==> config.mk <==
export PLATFORM = sky130hd
export DESIGN_NAME = fetch_queue_flat
export DESIGN_NICKNAME = d
export VERILOG_FILES = /design/src/rtl/fetch_queue_pkg.sv /design/src/rtl/fetch_queue_if.sv /design/src/rtl/fetch_queue_mem.sv /design/src/rtl/fetch_queue.sv /design/src/flat_wrapper.sv
export SDC_FILE = /design/constraint.sdc
export NUM_CORES = 1
export LEC_CHECK = 0
export BUFFER_PORTS_ARGS = -buffer_cell sky130_fd_sc_hd__buf_4
export CAP_MARGIN = 20
export CORE_UTILIZATION = 40
export CTS_CLUSTER_SIZE = 16
export DETAILED_ROUTE_END_ITERATION = 10
export SETUP_SLACK_MARGIN = 0.02
export SYNTH_ARGS = -nofsm -noshare
export SYNTH_HDL_FRONTEND = slang
export SYNTH_HIERARCHICAL = 1
export SYNTH_SLANG_ARGS = --single-unit
==> constraint.sdc <==
create_clock -name clk -period 14.65 [get_ports clk]
set_input_delay 0 -clock clk [delete_from_list [all_inputs] [get_ports clk]]
set_output_delay 0 -clock clk [all_outputs]
set_load 0.01 [all_outputs]
==> src/rtl/fetch_queue_pkg.sv <==
// Shared widths, reset PC and FSM encoding for the instruction fetch queue.
package fetch_queue_pkg;

  localparam int          FQ_ADDR_W   = 32;
  localparam int          FQ_INST_W   = 32;
  localparam logic [31:0] FQ_RESET_PC = 32'h0000_0000;
  localparam logic [31:0] FQ_PC_STEP  = 32'd4;

  // RUN: normal sequential fetch. SLOT_WAIT: branch taken, delay slot not yet fetched.
  typedef enum logic [0:0] {
    RUN       = 1'b0,
    SLOT_WAIT = 1'b1
  } fq_state_e;

endpackage

==> src/rtl/fetch_queue_if.sv <==
// Fetch-side (ROM) and decode-side (ID) signals of the fetch queue.
interface fetch_queue_if import fetch_queue_pkg::*; #(
  parameter int ADDR_W = FQ_ADDR_W,
  parameter int INST_W = FQ_INST_W
);

  logic [ADDR_W-1:0] rom_addr_o;
  logic              rom_ce_o;
  logic [INST_W-1:0] rom_data_i;
  logic              rom_valid_i;
  logic              id_valid_o;
  logic              id_ready_i;
  logic [ADDR_W-1:0] id_pc_o;
  logic [INST_W-1:0] id_inst_o;
  logic              branch_flag_i;
  logic [ADDR_W-1:0] branch_target_addr_i;
  logic              flush_i;
  logic [ADDR_W-1:0] flush_pc_i;

  modport master (
    output rom_addr_o, rom_ce_o, id_valid_o, id_pc_o, id_inst_o,
    input  rom_data_i, rom_valid_i, id_ready_i, branch_flag_i,
           branch_target_addr_i, flush_i, flush_pc_i
  );

  modport slave (
    input  rom_addr_o, rom_ce_o, id_valid_o, id_pc_o, id_inst_o,
    output rom_data_i, rom_valid_i, id_ready_i, branch_flag_i,
           branch_target_addr_i, flush_i, flush_pc_i
  );

endinterface

==> src/rtl/fetch_queue_mem.sv <==
// Entry storage for the fetch queue: one write port, combinational read port.
module fetch_queue_mem #(
  parameter  int DEPTH = 4,
  parameter  int WIDTH = 64,
  localparam int PTR_W = $clog2(DEPTH)
) (
  input  logic             clk,
  input  logic             we_i,
  input  logic [PTR_W-1:0] waddr_i,
  input  logic [WIDTH-1:0] wdata_i,
  input  logic [PTR_W-1:0] raddr_i,
  output logic [WIDTH-1:0] rdata_o
);

  logic [WIDTH-1:0] mem_q [DEPTH];

  always_ff @(posedge clk) begin
    if (we_i) begin
      mem_q[waddr_i] <= wdata_i;
    end
  end

  assign rdata_o = mem_q[raddr_i];

endmodule

==> src/rtl/fetch_queue.sv <==
// Instruction fetch queue: fetches sequentially from ROM, buffers {pc, inst}
// for ID, and handles taken branches with a preserved delay slot and flushes.
module fetch_queue import fetch_queue_pkg::*; #(
  parameter int                ADDR_W   = FQ_ADDR_W,
  parameter int                INST_W   = FQ_INST_W,
  parameter int                DEPTH    = 4,
  parameter logic [ADDR_W-1:0] RESET_PC = ADDR_W'(FQ_RESET_PC)
) (
  input logic           clk,
  input logic           rst,
  fetch_queue_if.master bus
);

  localparam int                PTR_W = $clog2(DEPTH);
  localparam int                CNT_W = PTR_W + 1;
  localparam int                ENT_W = ADDR_W + INST_W;
  localparam logic [CNT_W-1:0]  FULL  = CNT_W'(DEPTH);
  localparam logic [CNT_W-1:0]  ONE   = CNT_W'(1);
  localparam logic [ADDR_W-1:0] STEP  = ADDR_W'(FQ_PC_STEP);

  logic [ADDR_W-1:0] pc_q, pc_d;
  logic [ADDR_W-1:0] tgt_q, tgt_d;
  logic [CNT_W-1:0]  cnt_q, cnt_d;
  logic [PTR_W-1:0]  rd_ptr_q, rd_ptr_d;
  logic [PTR_W-1:0]  wr_ptr_q, wr_ptr_d;
  fq_state_e         state_q, state_d;

  logic              pop;
  logic              push;
  logic              rom_ce;
  logic              fetch_ok;
  logic              keep_one;
  logic [ENT_W-1:0]  head;

  always_comb begin
    pop      = (cnt_q != '0) && bus.id_ready_i;
    rom_ce   = rst && !bus.flush_i && ((cnt_q != FULL) || pop);
    fetch_ok = rom_ce && bus.rom_valid_i;
    push     = fetch_ok;
    keep_one = 1'b0;
    pc_d     = fetch_ok ? pc_q + STEP : pc_q;
    rd_ptr_d = pop ? rd_ptr_q + 1'b1 : rd_ptr_q;
    wr_ptr_d = wr_ptr_q;
    cnt_d    = cnt_q;
    state_d  = state_q;
    tgt_d    = tgt_q;

    if (bus.flush_i) begin
      push     = 1'b0;
      pc_d     = bus.flush_pc_i;
      cnt_d    = '0;
      rd_ptr_d = '0;
      wr_ptr_d = '0;
      state_d  = RUN;
    end else if (state_q == SLOT_WAIT) begin
      // The delay slot is the first valid sequential fetch; then redirect.
      if (fetch_ok) begin
        pc_d    = tgt_q;
        state_d = RUN;
      end
    end else if (pop && bus.branch_flag_i) begin
      if (cnt_q > ONE) begin
        // Oldest remaining entry is the delay slot; everything after it is wrong-path.
        keep_one = 1'b1;
        push     = 1'b0;
        wr_ptr_d = rd_ptr_q + PTR_W'(2);
        cnt_d    = ONE;
        pc_d     = bus.branch_target_addr_i;
      end else if (fetch_ok) begin
        pc_d = bus.branch_target_addr_i;
      end else begin
        tgt_d   = bus.branch_target_addr_i;
        state_d = SLOT_WAIT;
      end
    end

    if (!bus.flush_i && !keep_one) begin
      if (push) begin
        wr_ptr_d = wr_ptr_q + 1'b1;
      end
      case ({push, pop})
        2'b10:   cnt_d = cnt_q + ONE;
        2'b01:   cnt_d = cnt_q - ONE;
        default: cnt_d = cnt_q;
      endcase
    end
  end

  always_ff @(posedge clk or negedge rst) begin
    if (!rst) begin
      pc_q     <= RESET_PC;
      tgt_q    <= '0;
      cnt_q    <= '0;
      rd_ptr_q <= '0;
      wr_ptr_q <= '0;
      state_q  <= RUN;
    end else begin
      pc_q     <= pc_d;
      tgt_q    <= tgt_d;
      cnt_q    <= cnt_d;
      rd_ptr_q <= rd_ptr_d;
      wr_ptr_q <= wr_ptr_d;
      state_q  <= state_d;
    end
  end

  fetch_queue_mem #(
    .DEPTH (DEPTH),
    .WIDTH (ENT_W)
  ) u_mem (
    .clk     (clk),
    .we_i    (push),
    .waddr_i (wr_ptr_q),
    .wdata_i ({pc_q, bus.rom_data_i}),
    .raddr_i (rd_ptr_q),
    .rdata_o (head)
  );

  // Storage is not reset, so the head is masked whenever the queue is empty.
  assign bus.rom_addr_o = pc_q;
  assign bus.rom_ce_o   = rom_ce;
  assign bus.id_valid_o = (cnt_q != '0);
  assign bus.id_pc_o    = bus.id_valid_o ? head[ENT_W-1:INST_W] : '0;
  assign bus.id_inst_o  = bus.id_valid_o ? head[INST_W-1:0] : '0;

endmodule

==> src/flat_wrapper.sv <==
// flat-port wrapper written by rule: the top's interface ports become plain ports
module fetch_queue_flat import fetch_queue_pkg::*;
#(
  parameter int                ADDR_W   = FQ_ADDR_W,
  parameter int                INST_W   = FQ_INST_W,
  parameter int                DEPTH    = 4,
  parameter logic [ADDR_W-1:0] RESET_PC = ADDR_W'(FQ_RESET_PC)
)
  (clk, rst, bus_rom_addr_o, bus_rom_ce_o, bus_id_valid_o, bus_id_pc_o, bus_id_inst_o, bus_rom_data_i, bus_rom_valid_i, bus_id_ready_i, bus_branch_flag_i, bus_branch_target_addr_i, bus_flush_i, bus_flush_pc_i);
  fetch_queue_if #(.ADDR_W(ADDR_W), .INST_W(INST_W)) bus_i ();
  input logic clk;
  input logic rst;
  output wire logic [$bits(bus_i.rom_addr_o)-1:0] bus_rom_addr_o;
  output wire logic [$bits(bus_i.rom_ce_o)-1:0] bus_rom_ce_o;
  output wire logic [$bits(bus_i.id_valid_o)-1:0] bus_id_valid_o;
  output wire logic [$bits(bus_i.id_pc_o)-1:0] bus_id_pc_o;
  output wire logic [$bits(bus_i.id_inst_o)-1:0] bus_id_inst_o;
  input wire logic [$bits(bus_i.rom_data_i)-1:0] bus_rom_data_i;
  input wire logic [$bits(bus_i.rom_valid_i)-1:0] bus_rom_valid_i;
  input wire logic [$bits(bus_i.id_ready_i)-1:0] bus_id_ready_i;
  input wire logic [$bits(bus_i.branch_flag_i)-1:0] bus_branch_flag_i;
  input wire logic [$bits(bus_i.branch_target_addr_i)-1:0] bus_branch_target_addr_i;
  input wire logic [$bits(bus_i.flush_i)-1:0] bus_flush_i;
  input wire logic [$bits(bus_i.flush_pc_i)-1:0] bus_flush_pc_i;
  assign bus_rom_addr_o = bus_i.rom_addr_o;
  assign bus_rom_ce_o = bus_i.rom_ce_o;
  assign bus_id_valid_o = bus_i.id_valid_o;
  assign bus_id_pc_o = bus_i.id_pc_o;
  assign bus_id_inst_o = bus_i.id_inst_o;
  assign bus_i.rom_data_i = bus_rom_data_i;
  assign bus_i.rom_valid_i = bus_rom_valid_i;
  assign bus_i.id_ready_i = bus_id_ready_i;
  assign bus_i.branch_flag_i = bus_branch_flag_i;
  assign bus_i.branch_target_addr_i = bus_branch_target_addr_i;
  assign bus_i.flush_i = bus_flush_i;
  assign bus_i.flush_pc_i = bus_flush_pc_i;
  fetch_queue #(.ADDR_W(ADDR_W), .INST_W(INST_W), .DEPTH(DEPTH), .RESET_PC(RESET_PC)) u_core (.clk(clk), .rst(rst), .bus(bus_i));
endmodule
# ---- Yosys cells after proc, flatten, opt, wreduce, memory -nomap -nowiden
# Memories as Yosys holds them, arrays and structs flattened.
# Index checks and enable logic that the tools add are counted.
dict set report word_totals {
  ff_bits 72
  ramBits 256
  input_bits 102
  out_inout_bits 98
  elab_cells 76
  mem_count 1
}
dict set report op_classes {
  add_sub_neg 6
  n_lt_le_gt_ge 1
  n_eq_ne 5
  mux 38
  bitwise_logic 4
  reduce_logical 15
}
# name depth width read_ports rd_ports_with_merged_regs write_ports line_no
set mem_list {}
lappend mem_list {u_core.u_mem.mem_q 4 64 1 0 1 fetch_queue_mem.sv:15} ;# logic [WIDTH-1:0] mem_q [DEPTH];
# cell count
set ops {}
lappend ops {{$mux 32} 9}
lappend ops {{$add 32x3->32 const B} 1}
lappend ops {{$mux 2} 8}
lappend ops {{$mux 1} 15}
lappend ops {{$mux 3} 5}
lappend ops {{$ne 3x3->1 const B} 3}
lappend ops {{$reduce_bool 3->1} 3}
lappend ops {{$logic_and 1x1->1} 6}
lappend ops {{$pmux 3 s2} 1}
lappend ops {{$reduce_and 5->1} 1}
lappend ops {{$add 2x1->2 const B} 2}
lappend ops {{$not 1->1} 4}
lappend ops {{$reduce_and 4->1} 1}
lappend ops {{$add 3x1->3 const B} 1}
lappend ops {{$gt 3x1->1 const B} 1}
lappend ops {{$sub 3x1->3 const B} 1}
lappend ops {{$add 2x2->2 const B} 1}
lappend ops {{$eq 2x1->1 const B} 1}
lappend ops {{$eq 2x2->1 const B} 1}
lappend ops {{$logic_not 1->1} 2}
lappend ops {{$reduce_bool 2->1} 1}
lappend ops {{$logic_or 1x1->1} 1}

# ---- Depth between registers and ports, before layout
dict set report depth {
  ltp_word 12
  depth_mapped 9
  depth_no_buf 8
}

# ---- Hierarchy
# Netlist, hierarchy kept.
# module n_inst cells_each area_each_um2 seq_area_each_um2
set modules_own_cells {}
lappend modules_own_cells {fetch_queue_mem 1 338 9341.5 7687.4}
lappend modules_own_cells {fetch_queue 1 532 4852.2 1801.7}

# ---- Worst setup path after synthesis
# OpenSTA, ideal clock, no wires.
dict set report synth_path {
  kind {reg2reg}
  start {reg u_core.cnt_q[0]}
  end {mem u_core.u_mem.mem_q[0][0], enable pin}
  arrival_ns 6.182
  t_required_ns 14.072
  setup_slack_ns 7.890
  path_stages_with_launch 9
  path_buffers 2
  synth_period_minus_slack_ns 6.760
  path_cell_list {dfrtp_1 -> inv_1 -> ha_1 -> nand3b_1 -> nand2_1 -> buf_2 -> clkbuf_1 -> nor3_1 -> nor3b_1}
}
dict set report synth_between {
  elab_chain_len 11
  word_cells_on_any_way 14
  cone_classes {order compare: 1; eq/ne: 1; mux: 6; reduce/logical: 6}
}
# item line_no
set synth_rtl {}
lappend synth_rtl {{start: declaration} fetch_queue.sv:23} ;# logic [CNT_W-1:0] cnt_q, cnt_d;
lappend synth_rtl {{start signal: assignment} fetch_queue.sv:100} ;# cnt_q <= cnt_d;
lappend synth_rtl {{$reduce_bool 3->1} fetch_queue.sv:36} ;# pop = (cnt_q != '0) && bus.id_ready_i;
lappend synth_rtl {{$logic_and 1x1->1} fetch_queue.sv:36}
lappend synth_rtl {{$logic_or 1x1->1} fetch_queue.sv:37} ;# rom_ce = rst && !bus.flush_i && ((cnt_q != FULL) || pop);
lappend synth_rtl {{$logic_and 1x1->1} fetch_queue.sv:37}
lappend synth_rtl {{$logic_and 1x1->1} fetch_queue.sv:38} ;# fetch_ok = rom_ce && bus.rom_valid_i;
lappend synth_rtl {{$mux 1} fetch_queue.sv:62} ;# if (cnt_q > ONE) begin
lappend synth_rtl {{$mux 1} fetch_queue.sv:61} ;# end else if (pop && bus.branch_flag_i) begin
lappend synth_rtl {{$mux 1 *} fetch_queue.sv:55} ;# end else if (state_q == SLOT_WAIT) begin
lappend synth_rtl {{$mux 1 *} fetch_queue.sv:48} ;# if (bus.flush_i) begin
lappend synth_rtl {{net u_core.push} fetch_queue.sv:29} ;# logic push;
lappend synth_rtl {{$mux 1 *} fetch_queue_mem.sv:18} ;# if (we_i) begin
lappend synth_rtl {{$mux 1 (not written as such) *} fetch_queue_mem.sv:19} ;# mem_q[waddr_i] <= wdata_i;
lappend synth_rtl {{end: declaration} fetch_queue_mem.sv:15}
# Mark *: on every way through the listed nets, which the timed path passes. The rest lies on a longest branch.

# ---- Worst setup path in the final report
dict set report layout_path {
  start {reg u_core.cnt_q[1]}
  end {reg u_core.tgt_q[28]}
}
dict set report layout_between {
  elab_chain_len 7
  word_cells_on_any_way 11
  cone_classes {order compare: 1; eq/ne: 1; bitwise: 2; reduce/logical: 7}
}
# item line_no
set layout_rtl {}
lappend layout_rtl {{$reduce_bool 3->1} fetch_queue.sv:36}
lappend layout_rtl {{$logic_and 1x1->1} fetch_queue.sv:36}
lappend layout_rtl {{$logic_or 1x1->1} fetch_queue.sv:37}
lappend layout_rtl {{$logic_and 1x1->1} fetch_queue.sv:37}
lappend layout_rtl {{$logic_and 1x1->1} fetch_queue.sv:38}
lappend layout_rtl {{$not 1->1 (no line)} n/a}
lappend layout_rtl {{$reduce_and 5->1 (no line) *} n/a}
lappend layout_rtl {{end signal: assignment} fetch_queue.sv:99} ;# tgt_q <= tgt_d;
lappend layout_rtl {{end: declaration} fetch_queue.sv:22} ;# logic [ADDR_W-1:0] tgt_q, tgt_d;
# Every way passes the cells marked *; elsewhere a longest branch is shown, timed or not.
# A chain may end at the register's enable or synchronous reset.

==> results.md <==
Clock tree:
- The clock buffer count from CTS is 36.
- In this run the clock root is driven by a clkbuf_16.
- At the later pin of the worst-skew pair, clock insertion delay measures 0.53 ns.
- The post-cts gate resize count is 0.
- CTS saw 328 sinks.
- TritonCTS built the clock tree.
- The clock passes through at most 3 buffers.
- In this run the number of H-tree levels came out at 2.
- Clock-pin slew was measured on the worst setup and hold paths at 0.06 ns.
- After clock tree synthesis, the setup repair step added 0 buffers.

GRT:
- The overall overflow remaining after global route is 0.
- The via count of the first global-routing pass is 8999.
- The all-layer global routing usage is 0.1940.
- The maximum number of pins on one net before global-route repair is 72.
- The initial antenna violation count is 0.
- The first global-routing pass estimated 53460 um of wire.

Drt:
- The routed via count is 9016.
- The first-pass iteration count of the detailed router is 5.
- The count of nets left with antenna violations once routing finished came out at 0.
- The average via count per standard cell is 5.458.
- The first routing iteration left 682 violations.
- In the final routed layout, each cell accounts on average for 21.25 um.
- The routed design has 35110 um of wire.
- The DRC violations left is 0.

Timing:
- The final number of hold-violating endpoints is 0.
- The sum of negative setup slack is 0 ns.
- Setup repair after global routing left no endpoint under its margin.
- The setup slack after layout is 11.20 ns.
- For the pin with the worst max-slew slack, the measured transition is 1.039 ns.
- Headroom to the max-slew limit came out at 0.3071.
- Setup violations remaining at the end of the flow were counted as 0.
- The worst-case clock skew is 0.01494 ns.
- The number of max-slew violations in the final report came to 0.
- Derived from the worst setup path, the maximum achievable clock frequency is 290.0 MHz.
- The worst path needs 3.448 ns of the cycle, external delays included.
- Dividing the final minimum period by the clock period gives 0.2354.

Floorplanning:
- The height of the chip is 190.4 um.
- The core area is 0.03471 mm^2.
- The floorplan row count is 68.
- For this configuration, the core starts out at a cell density of 0.4089.
- The area of the die is 0.03624 mm^2.
- The horizontal die dimension is 190.4 um.
- The boundary pin count is 200.

Power and ir drop:
- Of the total power, registers draw 0.410.
- VDD sags by at most 0.00009761 V.
- The share of total power dissipated in the clock network is 0.284.
- The leakage power is 6.600 nW.
- The total power density per cell area is 169.5 mW/mm^2.
- Internal power comes to 2.122 mW.
- The switching part of the total is 0.3128.
- The switching power total is 966.0 uW.
- The share of total power dissipated in combinational logic is 0.306.

Yosys:
- Counting flops with an async set or reset pin after synthesis yields a share of 0.2195.
- Of the total synthesized cell area, the portion taken by AND, OR, NAND and NOR gates is 0.08269.
- The synthesized-area fraction occupied by adder cells is 0.004408.
- The cell area that synthesis handed to floorplanning was 0.01419 mm^2.
- The number of instances in the synthesized netlist is 870.
- The main flop type after synthesis is edfxtp_1.
- The number of different library cells in the post-synthesis netlist is 76.
- The complex-gate fraction of the synthesized area was 0.07378.
- Of the synthesized area, sequential elements account for 0.6685.
- The proportion of synthesized area in mux cells is 0.1303.
- A synthesized cell averages 16.31 um^2.
- The count of state elements after synthesis is 328.
- Counting every net in the synthesized netlist gives 977.
- The main combinational cell family by area after synthesis is multiplexers.
- The number of warning messages in the yosys log is 6.
- The number of enable flip-flop cells after synthesis is 256.
- The xor and xnor area share after synthesis is 0.01111.

Critical path:
- The required time of the critical path is 15.04 ns.
- The maximum net fanout on the critical path is 18.
- The critical path startpoint category is a register.
- The category of the worst setup path capture point is a register.
- The data arrival time of the critical path is 3.84 ns.
- The kind of critical path is register to register.
- Setup slack on the worst reg-to-reg path comes out at 11.20 ns.

Layout:
- The layout overhead on the synthesized area is 28.37%.
- The library cells used most frequently in the layout, excluding fill and tap cells, are edfxtp_1, buf_4, dlygate4sd3_1.
- At the end of the flow, the number of nets in the layout was 1276.
- The repair_antennas step left the layout with diodes totalling 0.
- Leaving out fill and tap cells, the most frequent cell in the layout is edfxtp_1.
- In the final layout, the share of cells above drive strength 1 is 0.3091.

Place:
- The count of buffers added on input and output ports is 199.
- The last weighted congestion value of the routability-driven placer is 0.8419.
- Before CTS, the worst setup slack after placement is 11.17 ns.
- The sum of net half-perimeters after detailed placement is 21460 um.

Run status:
- The run finished with clean final reports.

Hold path:
- The worst min-delay path category is input port to register.

Flow run:
- The tool flagged a number of max-cap violations equal to 0.
==> worst paths after layout <==
check                                        startpoint                                  end  depth (start not counted)
hold / removal                       bus_rom_data_i[18]  u_core/u_mem/mem_q[0][18]$_DFFE_PP_                          2
setup / recovery            u_core/cnt_q[1]$_DFFE_PN0P_         u_core/tgt_q[28]$_DFFE_PN0P_                          8
setup reg to reg            u_core/cnt_q[1]$_DFFE_PN0P_         u_core/tgt_q[28]$_DFFE_PN0P_                          8
min in group asynchronous                           rst         u_core/tgt_q[29]$_DFFE_PN0P_                          3
max in group asynchronous                           rst       u_core/rd_ptr_q[0]$_DFFE_PN0P_                          3
hold reg to reg            u_core/tgt_q[28]$_DFFE_PN0P_         u_core/tgt_q[28]$_DFFE_PN0P_                          1
==> layout make-up <==
cell class | count | area, um^2
flip-flops and latches | 328 | 9497
clock inverters | 23 | 221.5
multi-input cells | 469 | 4308
well taps | 455 | 569.3
clock buffers | 43 | 927.1
repair buffers | 314 | 2623
fillers | 2907 | 16490
inverters | 20 | 75.07
==> what timing repair did <==
item | in CTS | in global routing
hold buffers | 103 | 0
hold endpoints to repair | 272 | 0
endpoints found under the setup margin | 0 | 0
==> state kept, by name (all words and copies together), names as in the netlist, named ones only <==
signal                 count
u_core/cnt_q               3
u_core/bus.rom_addr_o      2
u_core/tgt_q              32
u_core/rd_ptr_q            2
u_core/state_q             1
u_core/u_mem/mem_q       256
u_core/wr_ptr_q            2
==> power groups by stage <==
stage                     registers, mW  clock network [mW]  logic (mW)
final                              1.27               0.877       0.945
after global routing               1.29               0.930        1.03
after CTS                          1.27               0.898       0.963
after detailed placement           1.29                   0       0.939
after global placement             1.28                   0       0.929
after floorplan                    1.21                   0       0.609
==> metal layers <==
| layer | track usage | part of all wire | vias to the layer above |
|---|---|---|---|
| met3 | 0.02908 | 0.056 | 49 |
| met2 | 0.3025 | 0.47 | 330 |
| met1 | 0.2842 | 0.46 | 4567 |
| met5 | 0 | 0 | - |
| li1 | - | - | 4070 |
| met4 | 0.05077 | 0.020 | 0 |
==> per-stage QoR <==
stage,power (mW),hold slack [ns],cell area [um^2],std cells,util
finish,3.088,0.2228,18220,1652,0.5249
global route,3.243,0.2234,18220,1652,0.5249
floorplan,1.818,-0.2956,14190,870,-
CTS,3.129,0.2012,18210,1651,0.5244
detailed placement,2.226,-0.2009,16030,1482,0.4616
global placement,2.214,-0.2024,16030,1482,0.4616
==> logic make-up after synthesis <==
logic type / Yosys count
xor gates and xnor gates: 18
buffers and inverters: 73
DFF: 328
and+or+nand+nor: 200
muxes: 99
AOI/OAI and AO/OA: 147
adders and majority gates: 5
==> synth_stat cells, types with 3 or more instances <==
| library cell | number | area share |
|---|---|---|
| nand2_1 | 23 | 0.0061 |
| edfxtp_1 | 256 | 0.54 |
| xnor2_1 | 10 | 0.0062 |
| buf_2 | 18 | 0.0063 |
| o31a_1 | 5 | 0.0031 |
| a221oi_1 | 17 | 0.010 |
| a211oi_1 | 3 | 0.0016 |
| mux4_1 | 4 | 0.0074 |
| nor2_1 | 26 | 0.0069 |
| nand4_1 | 8 | 0.0035 |
| nand2b_1 | 3 | 0.0013 |
| o21ai_0 | 22 | 0.0078 |
| nor4_1 | 8 | 0.0035 |
| and3_1 | 7 | 0.0031 |
| xor2_1 | 8 | 0.0049 |
| or3_1 | 8 | 0.0035 |
| o2bb2ai_1 | 5 | 0.0031 |
| buf_12 | 6 | 0.0085 |
| clkbuf_1 | 24 | 0.0063 |
| mux2_1 | 8 | 0.0063 |
| a32oi_1 | 3 | 0.0019 |
| and3b_1 | 3 | 0.0019 |
| inv_1 | 18 | 0.0048 |
| a31oi_1 | 14 | 0.0062 |
| nand3_1 | 15 | 0.0053 |
| mux4_2 | 60 | 0.095 |
| nor3_2 | 3 | 0.0021 |
| ha_1 | 5 | 0.0044 |
| o22ai_1 | 18 | 0.0079 |
| a21oi_1 | 21 | 0.0074 |
| and2_1 | 65 | 0.029 |
| o311ai_0 | 3 | 0.0019 |
| o21ai_1 | 5 | 0.0018 |
| nor2b_1 | 3 | 0.0013 |
| mux2_2 | 26 | 0.021 |
| dfrtp_1 | 72 | 0.13 |
| nor3_1 | 11 | 0.0039 |
| a21o_1 | 10 | 0.0053 |
==> critical path, stage by stage (launching register included) <==
cell and delay (ns):
dfrtp_1 0.41, inv_1 0.15, ha_1 0.23, nand3b_1 0.31, and2_1 0.41, nor2_1 0.20, nand4_1 0.75, buf_4 0.53
mux2_1 0.33
(Power assumes the default switching activity.)
